==> config.mk <==
export PLATFORM = sky130hd
export DESIGN_NAME = nec_ir_tx_flat
export DESIGN_NICKNAME = d
export VERILOG_FILES = /design/src/rtl/nec_ir_tx_pkg.sv /design/src/rtl/nec_ir_tx_if.sv /design/src/rtl/nec_ir_tx_carrier_gen.sv /design/src/rtl/nec_ir_tx.sv /design/src/flat_wrapper.sv
export SDC_FILE = /design/constraint.sdc
export NUM_CORES = 1
export LEC_CHECK = 0
export ABC_AREA = 1
export BUFFER_PORTS_ARGS = -buffer_cell sky130_fd_sc_hd__buf_4
export CAP_MARGIN = 10
export CELL_PAD_IN_SITES_DETAIL_PLACEMENT = 1
export CELL_PAD_IN_SITES_GLOBAL_PLACEMENT = 2
export CORE_MARGIN = 1
export CORE_UTILIZATION = 30
export CTS_CLUSTER_SIZE = 12
export DETAILED_ROUTE_END_ITERATION = 16
export PLACE_DENSITY = 0.87
export SLEW_MARGIN = 20
export SYNTH_ARGS = -nofsm -noshare
export SYNTH_HDL_FRONTEND = slang
export SYNTH_HIERARCHICAL = 1
export SYNTH_SLANG_ARGS = --single-unit
==> constraint.sdc <==
create_clock -name clk -period 2.2 [get_ports clk]
set_input_delay 0.22 -clock clk [delete_from_list [all_inputs] [get_ports clk]]
set_output_delay 0.22 -clock clk [all_outputs]
set_load 0.02 [all_outputs]
==> src/rtl/nec_ir_tx_pkg.sv <==
// ============================================================================
// Module : nec_tx_pkg
// Brief  : Shared state encoding and NEC timing constants for nec_ir_tx.
// Rev    : 1.0  initial release
// ============================================================================
`default_nettype none

package nec_tx_pkg;

    typedef enum logic [2:0] {
        ST_IDLE       = 3'd0,
        ST_LEAD_MARK  = 3'd1,
        ST_LEAD_SPACE = 3'd2,
        ST_BIT_MARK   = 3'd3,
        ST_BIT_SPACE  = 3'd4,
        ST_STOP_MARK  = 3'd5,
        ST_GAP        = 3'd6
    } nec_tx_state_t;

    localparam int LEAD_MARK_U  = 16;
    localparam int LEAD_SPACE_U = 8;
    localparam int BIT_MARK_U   = 1;
    localparam int ZERO_SPACE_U = 1;
    localparam int ONE_SPACE_U  = 3;
    localparam int STOP_MARK_U  = 1;
    localparam int NUM_BITS     = 32;

    function automatic logic is_mark(input logic [2:0] s);
        return (s == ST_LEAD_MARK) || (s == ST_BIT_MARK) || (s == ST_STOP_MARK);
    endfunction

endpackage

`default_nettype wire

==> src/rtl/nec_ir_tx_if.sv <==
// ============================================================================
// Module : nec_ir_tx_if
// Brief  : Frame request handshake and status bundle for nec_ir_tx.
// Rev    : 1.0  initial release
// ============================================================================
`default_nettype none

interface nec_ir_tx_if;
    import nec_tx_pkg::*;

    logic                valid;
    logic                ready;
    logic [NUM_BITS-1:0] data;
    logic                busy;
    logic                done;

    modport master (output valid, output data, input ready, input busy, input done);
    modport slave  (input valid, input data, output ready, output busy, output done);

endinterface

`default_nettype wire

==> src/rtl/nec_ir_tx_carrier_gen.sv <==
// ============================================================================
// Module : ir_carrier_gen
// Brief  : Registered carrier with one-third duty, phase restarted whenever
//          the mark request drops so every mark opens with a high phase.
// Rev    : 1.0  initial release
// ============================================================================
`default_nettype none

module ir_carrier_gen #(
    parameter int CARRIER_CLKS = 1315
) (
    input  wire logic clk,
    input  wire logic rst_n,
    input  wire logic i_mark,
    output logic      o_carrier
);

    localparam int CW = $clog2(CARRIER_CLKS);
    localparam logic [CW-1:0] c_last = CW'(CARRIER_CLKS - 1);
    localparam logic [CW-1:0] c_high = CW'(CARRIER_CLKS / 3);

    logic [CW-1:0] r_cnt;
    logic          r_out;

    // i_mark describes the coming cycle, so r_cnt is the phase about to be shown
    always_ff @(posedge clk) begin
        if (!rst_n || !i_mark) begin
            r_cnt <= '0;
            r_out <= 1'b0;
        end else begin
            r_out <= (r_cnt < c_high);
            r_cnt <= (r_cnt == c_last) ? '0 : r_cnt + CW'(1);
        end
    end

    assign o_carrier = r_out;

endmodule

`default_nettype wire

==> src/rtl/nec_ir_tx.sv <==
// ============================================================================
// Module : nec_ir_tx
// Brief  : NEC infrared frame transmitter (leader, 32 LSB-first bits, stop,
//          gap to a fixed frame period). Define NEC_TX_CARRIER_EN to modulate
//          marks with the carrier instead of emitting the raw envelope.
// Rev    : 1.0  initial release
// ============================================================================
`default_nettype none

module nec_ir_tx
    import nec_tx_pkg::*;
#(
    parameter int TICK_CLKS    = 28125,
    parameter int FRAME_UNITS  = 192,
    parameter int CARRIER_CLKS = 1315
) (
    input  wire logic  clk,
    input  wire logic  rst_n,
    nec_ir_tx_if.slave bus,
    output logic       ir_out
);

    localparam int TW = (TICK_CLKS > 1) ? $clog2(TICK_CLKS) : 1;
    localparam logic [TW-1:0] c_tick_last  = TW'(TICK_CLKS - 1);
    localparam logic [7:0]    c_frame_last = 8'(FRAME_UNITS - 1);
    localparam logic [4:0]    c_bit_last   = 5'(NUM_BITS - 1);

    localparam logic [2:0] c_st_idle       = ST_IDLE;
    localparam logic [2:0] c_st_lead_mark  = ST_LEAD_MARK;
    localparam logic [2:0] c_st_lead_space = ST_LEAD_SPACE;
    localparam logic [2:0] c_st_bit_mark   = ST_BIT_MARK;
    localparam logic [2:0] c_st_bit_space  = ST_BIT_SPACE;
    localparam logic [2:0] c_st_stop_mark  = ST_STOP_MARK;
    localparam logic [2:0] c_st_gap        = ST_GAP;

    if (TICK_CLKS < 1 || FRAME_UNITS < 154 || FRAME_UNITS > 255 || CARRIER_CLKS < 3) begin : g_param_check
        $error("nec_ir_tx: parameter out of range");
    end

    logic [2:0]          r_state;
    logic [TW-1:0]       r_tick;
    logic [4:0]          r_unit;
    logic [7:0]          r_frame;
    logic [NUM_BITS-1:0] r_shift;
    logic [4:0]          r_bit;
    logic                r_ready;
    logic                r_busy;
    logic                r_done;

    logic [2:0]          w_state_nxt;
    logic [TW-1:0]       w_tick_nxt;
    logic [4:0]          w_unit_nxt;
    logic [7:0]          w_frame_nxt;
    logic [NUM_BITS-1:0] w_shift_nxt;
    logic [4:0]          w_bit_nxt;
    logic [4:0]          w_dur;
    logic                w_tick_wrap;
    logic                w_unit_last;
    logic                w_mark_nxt;

    always_comb begin
        w_tick_wrap = (r_tick == c_tick_last);
        case (r_state)
            c_st_lead_mark:  w_dur = 5'(LEAD_MARK_U);
            c_st_lead_space: w_dur = 5'(LEAD_SPACE_U);
            c_st_bit_mark:   w_dur = 5'(BIT_MARK_U);
            c_st_bit_space:  w_dur = r_shift[0] ? 5'(ONE_SPACE_U) : 5'(ZERO_SPACE_U);
            default:         w_dur = 5'(STOP_MARK_U);
        endcase
        w_unit_last = (r_unit == w_dur - 5'd1);

        w_state_nxt = r_state;
        w_tick_nxt  = w_tick_wrap ? '0 : r_tick + TW'(1);
        w_unit_nxt  = w_tick_wrap ? r_unit + 5'd1 : r_unit;
        w_frame_nxt = (w_tick_wrap && r_frame != 8'hFF) ? r_frame + 8'd1 : r_frame;
        w_shift_nxt = r_shift;
        w_bit_nxt   = r_bit;

        case (r_state)
            c_st_idle: begin
                w_tick_nxt  = '0;
                w_unit_nxt  = '0;
                w_frame_nxt = '0;
                if (bus.valid) begin
                    w_state_nxt = c_st_lead_mark;
                    w_shift_nxt = bus.data;
                    w_bit_nxt   = '0;
                end
            end
            c_st_gap: begin
                w_unit_nxt = '0;
                if (w_tick_wrap && r_frame == c_frame_last) begin
                    w_state_nxt = c_st_idle;
                end
            end
            default: begin
                if (w_tick_wrap && w_unit_last) begin
                    case (r_state)
                        c_st_lead_mark:  w_state_nxt = c_st_lead_space;
                        c_st_lead_space: w_state_nxt = c_st_bit_mark;
                        c_st_bit_mark:   w_state_nxt = c_st_bit_space;
                        c_st_bit_space: begin
                            if (r_bit == c_bit_last) begin
                                w_state_nxt = c_st_stop_mark;
                            end else begin
                                w_state_nxt = c_st_bit_mark;
                                w_bit_nxt   = r_bit + 5'd1;
                                w_shift_nxt = r_shift >> 1;
                            end
                        end
                        default:         w_state_nxt = c_st_gap;
                    endcase
                end
            end
        endcase

        // Every state entry restarts both the tick and per-state unit count
        if (w_state_nxt != r_state) begin
            w_tick_nxt = '0;
            w_unit_nxt = '0;
        end
        w_mark_nxt = is_mark(w_state_nxt);
    end

    always_ff @(posedge clk) begin
        if (!rst_n) begin
            r_state <= c_st_idle;
            r_tick  <= '0;
            r_unit  <= '0;
            r_frame <= '0;
            r_shift <= '0;
            r_bit   <= '0;
            r_ready <= 1'b1;
            r_busy  <= 1'b0;
            r_done  <= 1'b0;
        end else begin
            r_state <= w_state_nxt;
            r_tick  <= w_tick_nxt;
            r_unit  <= w_unit_nxt;
            r_frame <= w_frame_nxt;
            r_shift <= w_shift_nxt;
            r_bit   <= w_bit_nxt;
            r_ready <= (w_state_nxt == c_st_idle);
            r_busy  <= (w_state_nxt != c_st_idle);
            // Raised one edge early so it coincides with the last GAP cycle
            r_done  <= (w_state_nxt == c_st_gap) && (w_frame_nxt == c_frame_last)
                       && (w_tick_nxt == c_tick_last);
        end
    end

    assign bus.ready = r_ready;
    assign bus.busy  = r_busy;
    assign bus.done  = r_done;

`ifdef NEC_TX_CARRIER_EN
    logic w_carrier;

    ir_carrier_gen #(
        .CARRIER_CLKS (CARRIER_CLKS)
    ) u_carrier (
        .clk       (clk),
        .rst_n     (rst_n),
        .i_mark    (w_mark_nxt),
        .o_carrier (w_carrier)
    );

    assign ir_out = w_carrier;
`else
    logic r_ir;

    always_ff @(posedge clk) begin
        if (!rst_n) begin
            r_ir <= 1'b0;
        end else begin
            r_ir <= w_mark_nxt;
        end
    end

    assign ir_out = r_ir;
`endif

endmodule

`default_nettype wire

==> src/flat_wrapper.sv <==
// flat-port wrapper written by rule: the top's interface ports become plain ports
module nec_ir_tx_flat import nec_tx_pkg::*;
#(
    parameter int TICK_CLKS    = 28125,
    parameter int FRAME_UNITS  = 192,
    parameter int CARRIER_CLKS = 1315
)
  (clk, rst_n, ir_out, bus_valid, bus_data, bus_ready, bus_busy, bus_done);
  nec_ir_tx_if bus_i ();
  input  wire logic clk;
  input  wire logic rst_n;
  output logic ir_out;
  input wire logic [$bits(bus_i.valid)-1:0] bus_valid;
  input wire logic [$bits(bus_i.data)-1:0] bus_data;
  output wire logic [$bits(bus_i.ready)-1:0] bus_ready;
  output wire logic [$bits(bus_i.busy)-1:0] bus_busy;
  output wire logic [$bits(bus_i.done)-1:0] bus_done;
  assign bus_i.valid = bus_valid;
  assign bus_i.data = bus_data;
  assign bus_ready = bus_i.ready;
  assign bus_busy = bus_i.busy;
  assign bus_done = bus_i.done;
  nec_ir_tx #(.TICK_CLKS(TICK_CLKS), .FRAME_UNITS(FRAME_UNITS), .CARRIER_CLKS(CARRIER_CLKS)) u_core (.clk(clk), .rst_n(rst_n), .bus(bus_i), .ir_out(ir_out));
endmodule
[Yosys cells after proc, flatten, opt, wreduce, memory -nomap -nowiden]
Cells that the tools add are included.
Storage, ports and cells
  register bits: 72
  bits of input ports: 35
  output and inout port bits: 4
Cells by class
  $add $sub $neg: 5
  eq/ne operators: 19
  muxes and demuxes: 23
  bitwise operators: 2
  reduce and logical (&&, ||, !) cells: 14
Operator list (number)
  2-to-1 mux 32 bit: 4
  case mux 32 bit (2 select lines): 1
  2-to-1 mux 15 bit: 3
  equality test 15 bit (second input constant): 2
  2-to-1 mux 5 bit: 4
  equality test 8 bit (second input constant): 2
  2-to-1 mux 8 bit: 2
  adder 15 x 1 -> 15 bit (second input constant): 1
  case mux 5 bit (3 select lines): 1
  equality test 3 bit (second input constant): 4
  2-to-1 mux 3 bit: 4
  case mux 3 bit (4 select lines): 1
  adder 5 x 1 -> 5 bit (second input constant): 2
  case mux 5 bit (2 select lines): 1
  equality test 3 x 2 -> 1 bit (second input constant): 3
  adder 8 x 1 -> 8 bit (second input constant): 1
  != test 8 bit (second input constant): 1
  equality test 3 x 1 -> 1 bit (second input constant): 2
  logical NOT 3 bit: 2
  case mux 3 bit (2 select lines): 1
  equality test 5 bit: 1
  equality test 5 bit (second input constant): 1
  logical AND 1 bit: 5
  AND reduction 5 bit: 1
  other kinds (9): 13

[Logic depth before layout (Yosys ltp)]
Gate-level depths: netlist of the first run.
  word-level depth: 11
  mapped depth: 18
  gate-level depth less buffers: 18

[Worst setup path after synthesis of the first run]
Ideal clock, no wire load.
  path type: register to register
  start point: reg u_core.r_state[1]
  end point: reg u_core.r_bit[3]
  setup time: 118 ps
  arrival time: 2274 ps
  data required time: 2082 ps
  slack: -192 ps
  cell stages (with the launch flop): 19
  buffers on the path: 1
  period minus slack after synthesis: 2392 ps
  path through: dfxtp_1 inv_2 nand3_2 nand2_2 ha_1 ha_1 nand2_1 inv_1 nor2_1 nand2_1 nor2_1 nand3_2 nor2_2 nand3_2 nand2_4 buf_6 nand2_1 nor2_1 nor3_2
On the way
  word-level cells in the longest chain between the ends: 7
  elaborated cells on any way between the ends: 16
  those cells by class: add/sub: 1; eq/ne: 7; mux: 2; bitwise: 1; reduce/logical: 5
Ends and longest elaborated chain
  from (decl): RTL line nec_ir_tx.sv:40  | logic [2:0] r_state;
  from (signal assigned): RTL line nec_ir_tx.sv:127  | r_state <= c_st_idle;
  from (signal assigned): RTL line nec_ir_tx.sv:137  | r_state <= w_state_nxt;
  equality test 3 bit, or another cell as far along: RTL line nec_ir_tx.sv:63, nec_ir_tx.sv:98
  case mux 5 bit (3 select lines): RTL line nec_ir_tx.sv:63  | case (r_state)
  subtractor 5 x 1 -> 5 bit: RTL line nec_ir_tx.sv:70  | w_unit_last = (r_unit == w_dur - 5'd1);
  equality test 5 bit: RTL line nec_ir_tx.sv:70
  logical AND 1 bit: RTL line nec_ir_tx.sv:97  | if (w_tick_wrap && w_unit_last) begin
  nonzero test 2 bit (no line)
  AND reduction 5 bit (no line)
  to (signal assigned): RTL line nec_ir_tx.sv:142  | r_bit <= w_bit_nxt;
  to (decl): RTL line nec_ir_tx.sv:45  | logic [4:0] r_bit;
Several ways; a longest one is shown, not always the timed one.
A chain may end at the register's enable or synchronous reset.

[Worst setup path in the final report of the first run]
  start point: reg u_core.r_state[0]
  end point: reg u_core.r_bit[2]
The elaborated chain is that of the path after synthesis.

==> out/summary.txt, run 1 <==
DRT Pass-1 Iters -> 4
Maximum clock frequency -> 417.7 MHz
CTS H-tree lvls -> 3
Status -> finished with violations
Final setup violation count -> 48
Reported max-cap violation count -> 0
Worst hold slack -> 0.1524 ns
FFs w/ async S/R, synth -> 0%
Maximum buffer depth of the clock tree -> 2
Antenna diode count -> 0
Number of instances in the synthesized netlist -> 554
Final Hold Viols -> 0
Critical path peak fanout -> 8
DRC violations left -> 0
Synth top area cells -> sky130_fd_sc_hd__dfxtp_1 38%, sky130_fd_sc_hd__nand2_1 15%, sky130_fd_sc_hd__nor2_1 5.7%, sky130_fd_sc_hd__a31oi_1 5.2%, sky130_fd_sc_hd__o21ai_1 4.3%
Reg2Reg Capture Point -> u_core/r_bit[2]
Last weighted congestion value of the routability-driven placer -> 0.8487
Post-route fraction of the period consumed by the critical path -> 108.8%
Vias in the first global route -> 4,052
Global router's overall resource usage -> 18.56%
Post-detailed-route via-to-cell ratio -> 4.835
Final antenna-violating net count -> 0
Area of all placed cells without fillers -> 5117 sq um
Worst-Margin Slew -> 0.3797 ns
DP Area -> 4491 sq um
Endpoint class of the critical path -> flop
Total number of yosys warnings -> 6
Area overhead of the layout relative to synthesis -> 33.40%
Share of Yosys cell area claimed by the top area cell type -> 37.57%
Clock input transition at the sequential cells of the worst setup and hold paths -> 0.06 ns
Number of different library cells in the post-synthesis netlist -> 36
Yosys top cell by area -> sky130_fd_sc_hd__dfxtp_1
First-pass GRT wire length -> 19.06 mm
Total global routing overflow -> 0
Flops & latches, synth -> 72
Met1 demand-to-capacity share in global routing -> 22.95%
Reg2reg setup slack -> -0.19 ns
Final core utilization -> 41.73%
Kind of critical path -> flop to flop
P_leak -> 2.031 nW
Core region area -> 12,260 sq um
# IOs -> 39
Power per Cell Area -> 743.6 nW/um^2
Root Driver -> sky130_fd_sc_hd__clkbuf_16
EDFF count, synth -> 0
1st-iter DRT viols -> 128
Clk_skew -> 0.006726 ns
Routed WL -> 11.14 mm
Met3 GRT Util -> 3.216%
Pin count of the biggest net entering global routing -> 36
Count of input and output buffers -> 38
Cell area after synthesis -> 3836 sq um
Endpoint required time on the critical path -> 2.43 ns
Source of the worst hold timing path -> bus_data[13]
Violated checks -> setup timing
Setup repair after global routing missed its margin -> yes
Nets in the synthesized netlist -> 597
CTS Hold Bufs -> 0
Worst r2r src -> u_core/r_state[0]
Sequential area share after synthesis -> 37.57%
Layer carrying the most global-route usage -> met2
Register-to-Register Path Depth -> 17
Die Y -> 115.1 microns
Count of nets after finishing -> 663
Clock period minus worst slack -> 2.394 ns
Category of the worst setup path launch point -> flop
Met2 GRT Util -> 31.61%
Class of the tightest hold or removal check -> input port to flop
Site row count -> 40
Setup slack after layout -> -0.1938 ns
Slew HR -> 74.69%
Hold Path Sink -> u_core/r_shift[13]
Die ar. -> 13,240 sq um
Clock latency on the worst-skew pair -> 0.34 ns
Synth Flop Type -> sky130_fd_sc_hd__dfxtp_1
Effective utilization at floorplan -> 31.29%
Hpwl dp -> 7.755 mm
Antenna violations before repair -> 0
Fraction of final layout cells sized beyond drive strength 1 -> 27.84%
Clock Sinks -> 72
Count of cells along the worst hold path -> 3
Die extent in x -> 115.1 microns
Number of max-slew violations in the final report -> 0
Num CTS Buffers -> 9
Worst voltage drop across the vdd grid -> 0.0003011 V
Number of vias after detailed routing -> 3,834
Clock tree from TritonCTS -> yes
Detail-routed net length per standard cell -> 14.05 microns
CP arrival -> 2.62 ns
Post-synthesis average cell area -> 6.925 sq um
-- power by group --
part	internal, W	leakage [nW]	switching [W]	total, W
logic	0.000331	1.29	0.000464	0.000795
registers	0.00139	0.590	0.0000574	0.00145
clock network	0.000953	0.151	0.000608	0.00156
-- area by class of cell --
class	instances	area, sq um
clock buffers	11	254.0
clock inverters	5	63.81
fillers	1523	7144
inverters	57	229.0
multi-input cells	404	2277
flip-flops and latches	72	1453
well taps	168	210.2
repair buffers	76	630.6
-- per-stage QoR --
stage          worst slack [ns]  total power, W  std cells  TNS, ns
6_report                -0.1938        0.003805        793   -6.108
5_1_grt                 -0.3391        0.003997        793   -13.11
4_1_cts                 -0.1622        0.003849        792   -4.761
3_5_place_dp            -0.2629        0.002147        766   -9.565
3_3_place_gp            -0.1705        0.002123        766   -6.347
2_1_floorplan          -0.03121        0.001917        554  -0.3728
-- worst max-delay path: stages, from the launching register on --
cell	delay, ns
sky130_fd_sc_hd__dfxtp_4	0.38
sky130_fd_sc_hd__nor2_4	0.12
sky130_fd_sc_hd__nand3_2	0.09
sky130_fd_sc_hd__ha_4	0.18
sky130_fd_sc_hd__ha_4	0.22
sky130_fd_sc_hd__nand2_2	0.07
sky130_fd_sc_hd__inv_2	0.04
sky130_fd_sc_hd__nor2_4	0.11
sky130_fd_sc_hd__nand2_2	0.07
sky130_fd_sc_hd__nor2_2	0.13
sky130_fd_sc_hd__nand3_2	0.08
sky130_fd_sc_hd__nor2_4	0.15
sky130_fd_sc_hd__nand3_4	0.11
sky130_fd_sc_hd__nand2_8	0.14
sky130_fd_sc_hd__buf_6	0.13
sky130_fd_sc_hd__inv_6	0.04
sky130_fd_sc_hd__nor3_4	0.17
sky130_fd_sc_hd__nor3_2	0.05
-- timing repair --
item | CTS | global route
gates cloned | 3 | 0
endpoints found under the setup margin | 48 | 49
buffers inserted | 7 | 6
gates resized for setup | 35 | 23
pin swaps | 11 | 11
-- cell usage after synthesis, types with 2 or more instances --
cell type / instances
sky130_fd_sc_hd__nand2_1: 150
sky130_fd_sc_hd__dfxtp_1: 72
sky130_fd_sc_hd__nor2_1: 58
sky130_fd_sc_hd__inv_1: 41
sky130_fd_sc_hd__o21ai_1: 33
sky130_fd_sc_hd__a31oi_1: 32
sky130_fd_sc_hd__nand3_1: 28
sky130_fd_sc_hd__nor3_1: 22
sky130_fd_sc_hd__inv_2: 14
sky130_fd_sc_hd__nand4_1: 14
sky130_fd_sc_hd__clkbuf_1: 10
sky130_fd_sc_hd__ha_1: 8
sky130_fd_sc_hd__o21ai_0: 8
sky130_fd_sc_hd__xor2_1: 8
sky130_fd_sc_hd__a21oi_1: 7
sky130_fd_sc_hd__buf_6: 7
sky130_fd_sc_hd__nand2_2: 5
sky130_fd_sc_hd__nand3_2: 5
sky130_fd_sc_hd__nor2_2: 5
sky130_fd_sc_hd__xnor2_1: 5
sky130_fd_sc_hd__buf_1: 3
sky130_fd_sc_hd__nor3_2: 3
sky130_fd_sc_hd__clkinv_1: 2
sky130_fd_sc_hd__or2_2: 2
-- registers in the layout, indices dropped and copies added, names as in the netlist --
signal and flops:
u_core/r_shift 32, u_core/bus.ready 1, u_core/r_bit 5, u_core/bus.done 1, u_core/ir_out 1, u_core/r_state 3
u_core/r_unit 5, u_core/bus.busy 1, u_core/r_frame 8, u_core/r_tick 15
-- metal layers --
metal  wire length [microns]  part of all wire, %
met1                    5208                   47
met2                    5391                   48
met3                     332                  3.0
met4                     212                  1.9
met5                       0                    0
-- worst max-delay path by stage --
stage	slack, ns	to	from	cells past startpoint
finish	-0.19	u_core/r_bit[2]	u_core/r_state[0]	17
global route	-0.34	u_core/r_bit[2]	u_core/r_state[0]	17
CTS	-0.16	u_core/r_shift[9]	u_core/r_state[1]	16
detailed placement	-0.26	u_core/r_shift[16]	u_core/r_state[0]	16
global placement	-0.17	u_core/r_shift[13]	u_core/r_state[0]	16
floorplan	-0.03	u_core/r_bit[3]	u_core/r_state[0]	17
-- placed cells by master (no fill, tap or decap), types with 3 or more instances in the layout --
cell type and count:
sky130_fd_sc_hd__nand2_1 141, sky130_fd_sc_hd__buf_4 69, sky130_fd_sc_hd__dfxtp_1 69, sky130_fd_sc_hd__nor2_1 46
sky130_fd_sc_hd__inv_1 40, sky130_fd_sc_hd__a31oi_1 31, sky130_fd_sc_hd__o21ai_1 30, sky130_fd_sc_hd__nand3_1 22
sky130_fd_sc_hd__nor3_1 20, sky130_fd_sc_hd__nand4_1 14, sky130_fd_sc_hd__nand2_2 13, sky130_fd_sc_hd__inv_2 11
sky130_fd_sc_hd__nor2_2 11, sky130_fd_sc_hd__clkbuf_16 10, sky130_fd_sc_hd__nand3_2 8, sky130_fd_sc_hd__o21ai_0 8
sky130_fd_sc_hd__xor2_1 8, sky130_fd_sc_hd__nor2_4 7, sky130_fd_sc_hd__ha_1 6, sky130_fd_sc_hd__xnor2_1 5
sky130_fd_sc_hd__a21oi_1 5, sky130_fd_sc_hd__inv_4 4, sky130_fd_sc_hd__nand3_4 4, sky130_fd_sc_hd__nor3_2 4
sky130_fd_sc_hd__clkinv_4 3, sky130_fd_sc_hd__buf_12 3, sky130_fd_sc_hd__o21ai_2 3, sky130_fd_sc_hd__dfxtp_4 3
-- cells by family after synthesis --
| kind of cell | Yosys count | synth area share, % |
|---|---|---|
| AOI/OAI and AO/OA | 85 | 12.56 |
| xor gates and xnor gates | 13 | 2.968 |
| adders and majority gates | 8 | 2.609 |
| buffers and inverters | 78 | 9.035 |
| DFF | 72 | 37.57 |
| and+or+nand+nor | 298 | 35.26 |
(Power assumes the default switching activity.)
==> inputs of run 2 (changes only) <==
- BUFFER_PORTS_ARGS: -buffer_cell sky130_fd_sc_hd__buf_4 -> default
- CORE_UTILIZATION: 30 -> 32
- DONT_BUFFER_PORTS: default -> 1
- SYNTH_HIERARCHICAL: 1 -> default
==> out/summary.txt, run 2 <==
Status -> finished with violations (unchanged)
Violated checks -> DRC, hold timing, setup timing (was setup timing)
Post-route fraction of the period consumed by the critical path -> 116.8% (was 108.8%)
1st-iter DRT viols -> 94 (was 128)
Hpwl dp -> 7.944 mm (was 7.755 mm)
First-pass GRT wire length -> 18.64 mm (was 19.06 mm)
Setup slack after layout -> -0.3692 ns (was -0.1938 ns)
Num CTS Buffers -> 9 (unchanged)
EDFF count, synth -> 0 (unchanged)
Global router's overall resource usage -> 18.70% (was 18.56%)
CTS H-tree lvls -> 3 (unchanged)
Endpoint required time on the critical path -> 2.48 ns (was 2.43 ns)
Effective utilization at floorplan -> 33.31% (was 31.29%)
DRC violations left -> 2 (was 0)
Total stage count of the critical path -> 18 (was 17)
Core region area -> 11,560 sq um (was 12,260 sq um)
Kind of critical path -> flop to flop (unchanged)
Setup repair after global routing missed its margin -> yes (unchanged)
Worst r2r src -> u_core.r_state[1] (was u_core/r_state[0])
Clock latency on the worst-skew pair -> 0.35 ns (was 0.34 ns)
Power per Cell Area -> 734.3 nW/um^2 (was 743.6 nW/um^2)
Synth Flop Type -> sky130_fd_sc_hd__dfxtp_1 (unchanged)
P_leak -> 2.050 nW (was 2.031 nW)
CP max stage delay -> 0.37 ns (was 0.38 ns)
Most frequent cell after synthesis -> sky130_fd_sc_hd__nand2_1 (unchanged)
Die Y -> 111.7 microns (was 115.1 microns)
Commonest cells after routing, fill and taps aside -> 141 x sky130_fd_sc_hd__nand2_1, 69 x sky130_fd_sc_hd__dfxtp_1, 52 x sky130_fd_sc_hd__inv_1, 47 x sky130_fd_sc_hd__nor2_1, 29 x sky130_fd_sc_hd__nand3_1 (was 141 x sky130_fd_sc_hd__nand2_1, 69 x sky130_fd_sc_hd__buf_4, 69 x sky130_fd_sc_hd__dfxtp_1, 46 x sky130_fd_sc_hd__nor2_1, 40 x sky130_fd_sc_hd__inv_1)
Buffering stage count on the worst path with inverters included -> 2 (was 3)
FFs w/ async S/R, synth -> 0% (unchanged)
CP arrival -> 2.85 ns (was 2.62 ns)
Timing startpoint of the critical path -> u_core.r_state[1] (was u_core/r_state[0])
DRT Pass-1 Iters -> 10 (was 4)
Total number of yosys warnings -> 0 (was 6)
Most common cell after layout, fill and taps aside -> sky130_fd_sc_hd__nand2_1 (unchanged)
Maximum buffer depth of the clock tree -> 2 (unchanged)
Family of cells with the greatest summed delay on the critical path -> simple AND/OR/NAND/NOR gates (unchanged)
Number of different library cells in the post-synthesis netlist -> 36 (unchanged)
Cell with the most instances on the worst path -> sky130_fd_sc_hd__nand2_2 (was sky130_fd_sc_hd__nor2_4)
Maximum clock frequency -> 389.2 MHz (was 417.7 MHz)
Synth top area cells -> sky130_fd_sc_hd__dfxtp_1 37%, sky130_fd_sc_hd__nand2_1 15%, sky130_fd_sc_hd__inv_1 5.7%, sky130_fd_sc_hd__nor2_1 5.3%, sky130_fd_sc_hd__a31oi_1 5.0% (was sky130_fd_sc_hd__dfxtp_1 38%, sky130_fd_sc_hd__nand2_1 15%, sky130_fd_sc_hd__nor2_1 5.7%, sky130_fd_sc_hd__a31oi_1 5.2%, sky130_fd_sc_hd__o21ai_1 4.3%)
Register-to-Register Path Depth -> 18 (was 17)
Category of the worst setup path launch point -> flop (unchanged)
Antenna diode count -> 0 (unchanged)
Routed WL -> 11.78 mm (was 11.14 mm)
Reported max-cap violation count -> 0 (unchanged)
Last weighted congestion value of the routability-driven placer -> 0.8626 (was 0.8487)
Vias in the first global route -> 3,985 (was 4,052)
Clk_skew -> 0.007994 ns (was 0.006726 ns)
Pin count of the biggest net entering global routing -> 35 (was 36)
Number of vias after detailed routing -> 3,846 (was 3,834)
Root Driver -> sky130_fd_sc_hd__clkbuf_16 (unchanged)
Final setup violation count -> 49 (was 48)
Die extent in x -> 111.7 microns (was 115.1 microns)
Number of flip-flops under the largest register name -> 32 (unchanged)
Nets in the synthesized netlist -> 610 (was 597)
Worst voltage drop across the vdd grid -> 0.0003904 V (was 0.0003011 V)
Worst setup path end -> u_core.r_unit[1] (was u_core/r_bit[2])
Top cells by instance count after synthesis -> 156 x sky130_fd_sc_hd__nand2_1, 72 x sky130_fd_sc_hd__dfxtp_1, 59 x sky130_fd_sc_hd__inv_1 (was 150 x sky130_fd_sc_hd__nand2_1, 72 x sky130_fd_sc_hd__dfxtp_1, 58 x sky130_fd_sc_hd__nor2_1)
Critical path peak fanout -> 5 (was 8)
Slew HR -> 56.72% (was 74.69%)
Count of nets after finishing -> 647 (was 663)
Largest register by flop count -> u_core.r_shift (was u_core/r_shift)
Worst-path cell chain -> buf_4, nand3_2, nand2_2, ha_4, ha_4, nand2_1, inv_2, nor2_4, nand3_2, nor2_4, nand4_4, nand2_2, nand2_2, nand2_2, nand3_2, nand2_2, nand4_1, nor2_1 (was nor2_4, nand3_2, ha_4, ha_4, nand2_2, inv_2, nor2_4, nand2_2, nor2_2, nand3_2, nor2_4, nand3_4, nand2_8, buf_6, inv_6, nor3_4, nor3_2)
Number of max-slew violations in the final report -> 0 (unchanged)
Endpoint class of the critical path -> flop (unchanged)
Source of the worst hold timing path -> rst_n (was bus_data[13])
Share of Yosys cell area claimed by the top area cell type -> 37.41% (was 37.57%)
Antenna violations before repair -> 0 (unchanged)
Post-synthesis average cell area -> 6.794 sq um (was 6.925 sq um)
Count of input and output buffers -> 0 (was 38)
Top Registers -> u_core.r_shift (32), u_core.r_tick (15), u_core.r_frame (8) (was u_core/r_shift (32), u_core/r_tick (15), u_core/r_frame (8))
Overall power of the completed layout -> 0.003719 W (was 0.003805 W)
Number of instances in the synthesized netlist -> 567 (was 554)
Total global routing overflow -> 0 (unchanged)
Class of the tightest hold or removal check -> input port to flop (unchanged)
Cell area after synthesis -> 3852 sq um (was 3836 sq um)
Master of the slowest instance on the critical path -> sky130_fd_sc_hd__dfxtp_2 (was sky130_fd_sc_hd__dfxtp_4)
Site row count -> 39 (was 40)
Final core utilization -> 43.80% (was 41.73%)
Clock input transition at the sequential cells of the worst setup and hold paths -> 0.06 ns (about the same)
Final antenna-violating net count -> 0 (unchanged)
Sequential area share after synthesis -> 37.41% (was 37.57%)
Fraction of final layout cells sized beyond drive strength 1 -> 25.82% (was 27.84%)
Worst-Margin Slew -> 0.6485 ns (was 0.3797 ns)
Detail-routed net length per standard cell -> 15.69 microns (was 14.05 microns)
Clock Sinks -> 72 (unchanged)
Die ar. -> 12,480 sq um (was 13,240 sq um)
# IOs -> 39 (unchanged)
Worst hold slack -> -0.01578 ns (was 0.1524 ns)
Clock tree from TritonCTS -> yes (unchanged)
Reg2Reg Capture Point -> u_core.r_unit[1] (was u_core/r_bit[2])
Post-detailed-route via-to-cell ratio -> 5.121 (was 4.835)
Flops & latches, synth -> 72 (unchanged)
Yosys top cell by area -> sky130_fd_sc_hd__dfxtp_1 (unchanged)
Final Hold Viols -> 1 (was 0)
Reg2reg setup slack -> -0.37 ns (was -0.19 ns)
Clock period minus worst slack -> 2.569 ns (was 2.394 ns)
Area overhead of the layout relative to synthesis -> 31.47% (was 33.40%)
-- run 2: cell types whose count changed in the layout (fill, tap and decap cells not counted), moves of 5 or more --
cell	previous run	this run
sky130_fd_sc_hd__nand3_1	22	29
sky130_fd_sc_hd__buf_4	69	28
sky130_fd_sc_hd__o21ai_1	30	14
sky130_fd_sc_hd__a31oi_1	31	24
sky130_fd_sc_hd__nand2_2	13	18
sky130_fd_sc_hd__inv_1	40	52
sky130_fd_sc_hd__o21ai_2	3	15
sky130_fd_sc_hd__nand4_1	14	7
sky130_fd_sc_hd__a31oi_4	0	5
sky130_fd_sc_hd__buf_6	2	11
-- run 2: worst min-delay path by stage --
stage	to	slack, ns	cells past startpoint
after global placement	u_core.r_shift[5]	0.37	2
after CTS	u_core.r_shift[12]	0.003	2
after detailed placement	u_core.r_shift[12]	0.37	2
final	u_core.r_shift[2]	-0.02	2
after floorplan	u_core.r_shift[3]	0.36	2
after global routing	u_core.r_shift[2]	-0.02	2
-- run 2: metrics by stage --
step | std cells | setup WS, ns | cell area [sq um] | TNS (ns)
finish | 751 | -0.3692 | 5065 | -13.67
floorplan | 567 | -0.1268 | 3896 | -3.423
global route | 751 | -0.5187 | 5065 | -20.57
global placement | 722 | -0.2135 | 4239 | -8.279
detailed placement | 722 | -0.3847 | 4239 | -14.46
CTS | 743 | -0.3515 | 4658 | -11.71
-- run 2: power breakdown --
group | switching [W] | internal [W]
logic | 0.000443 | 0.000337
registers | 0.0000728 | 0.00139
clock network | 0.000600 | 0.000872
total | 0.00112 | 0.00260
-- run 2: cell families (layout without fill, tap and decap cells) --
kind of cell | after synthesis | in the layout | share of synthesized area [%]
AO/OA/AOI/OAI | 85 | 85 | 12.24
XOR/XNOR | 15 | 15 | 3.410
adder cells (fa/ha/maj) | 8 | 8 | 2.598
buffers and inverters | 88 | 129 | 9.353
flip-flops | 72 | 72 | 37.41
AND/OR/NAND/NOR | 299 | 299 | 34.98
-- run 2: per-layer routing --
layer	track usage [%]	routed length, microns	up-vias
met1	21.93	5104	1859
li1	-	-	1917
met2	32.46	6026	57
met5	0	0	-
met4	7.568	153	0
met3	4.736	499	13
-- run 2: final cells by class --
class / count / area (sq um)
Clock buffer: 10 / 229.0
Clock inverter: 5 / 58.81
Fill cell: 1388 / 6500
Inverter: 66 / 256.5
Multi-Input combinational cell: 407 / 2372
Sequential cell: 72 / 1448
Tap cell: 143 / 178.9
Timing Repair Buffer: 47 / 514.2
Timing Repair inverter: 1 / 7.507
-- run 2: worst reg2reg max path, delay by kind of cell, from the launching register on --
kind / cells / cell delay, ns
flip-flops: 1 / 0.37
buffers and inverters: 2 / 0.19
AND/OR/NAND/NOR: 14 / 1.59
adder cells (fa/ha/maj): 2 / 0.36
-- run 2: timing repair --
| action | in CTS | in global routing |
|---|---|---|
| setup buffers | 3 | 5 |
| hold buffers | 0 | 1 |
| hold endpoints to repair | 0 | 9 |
| resized for setup | 11 | 95 |
| gates cloned | 3 | 3 |
| pin swaps | 9 | 18 |
| setup endpoints to repair | 49 | 49 |
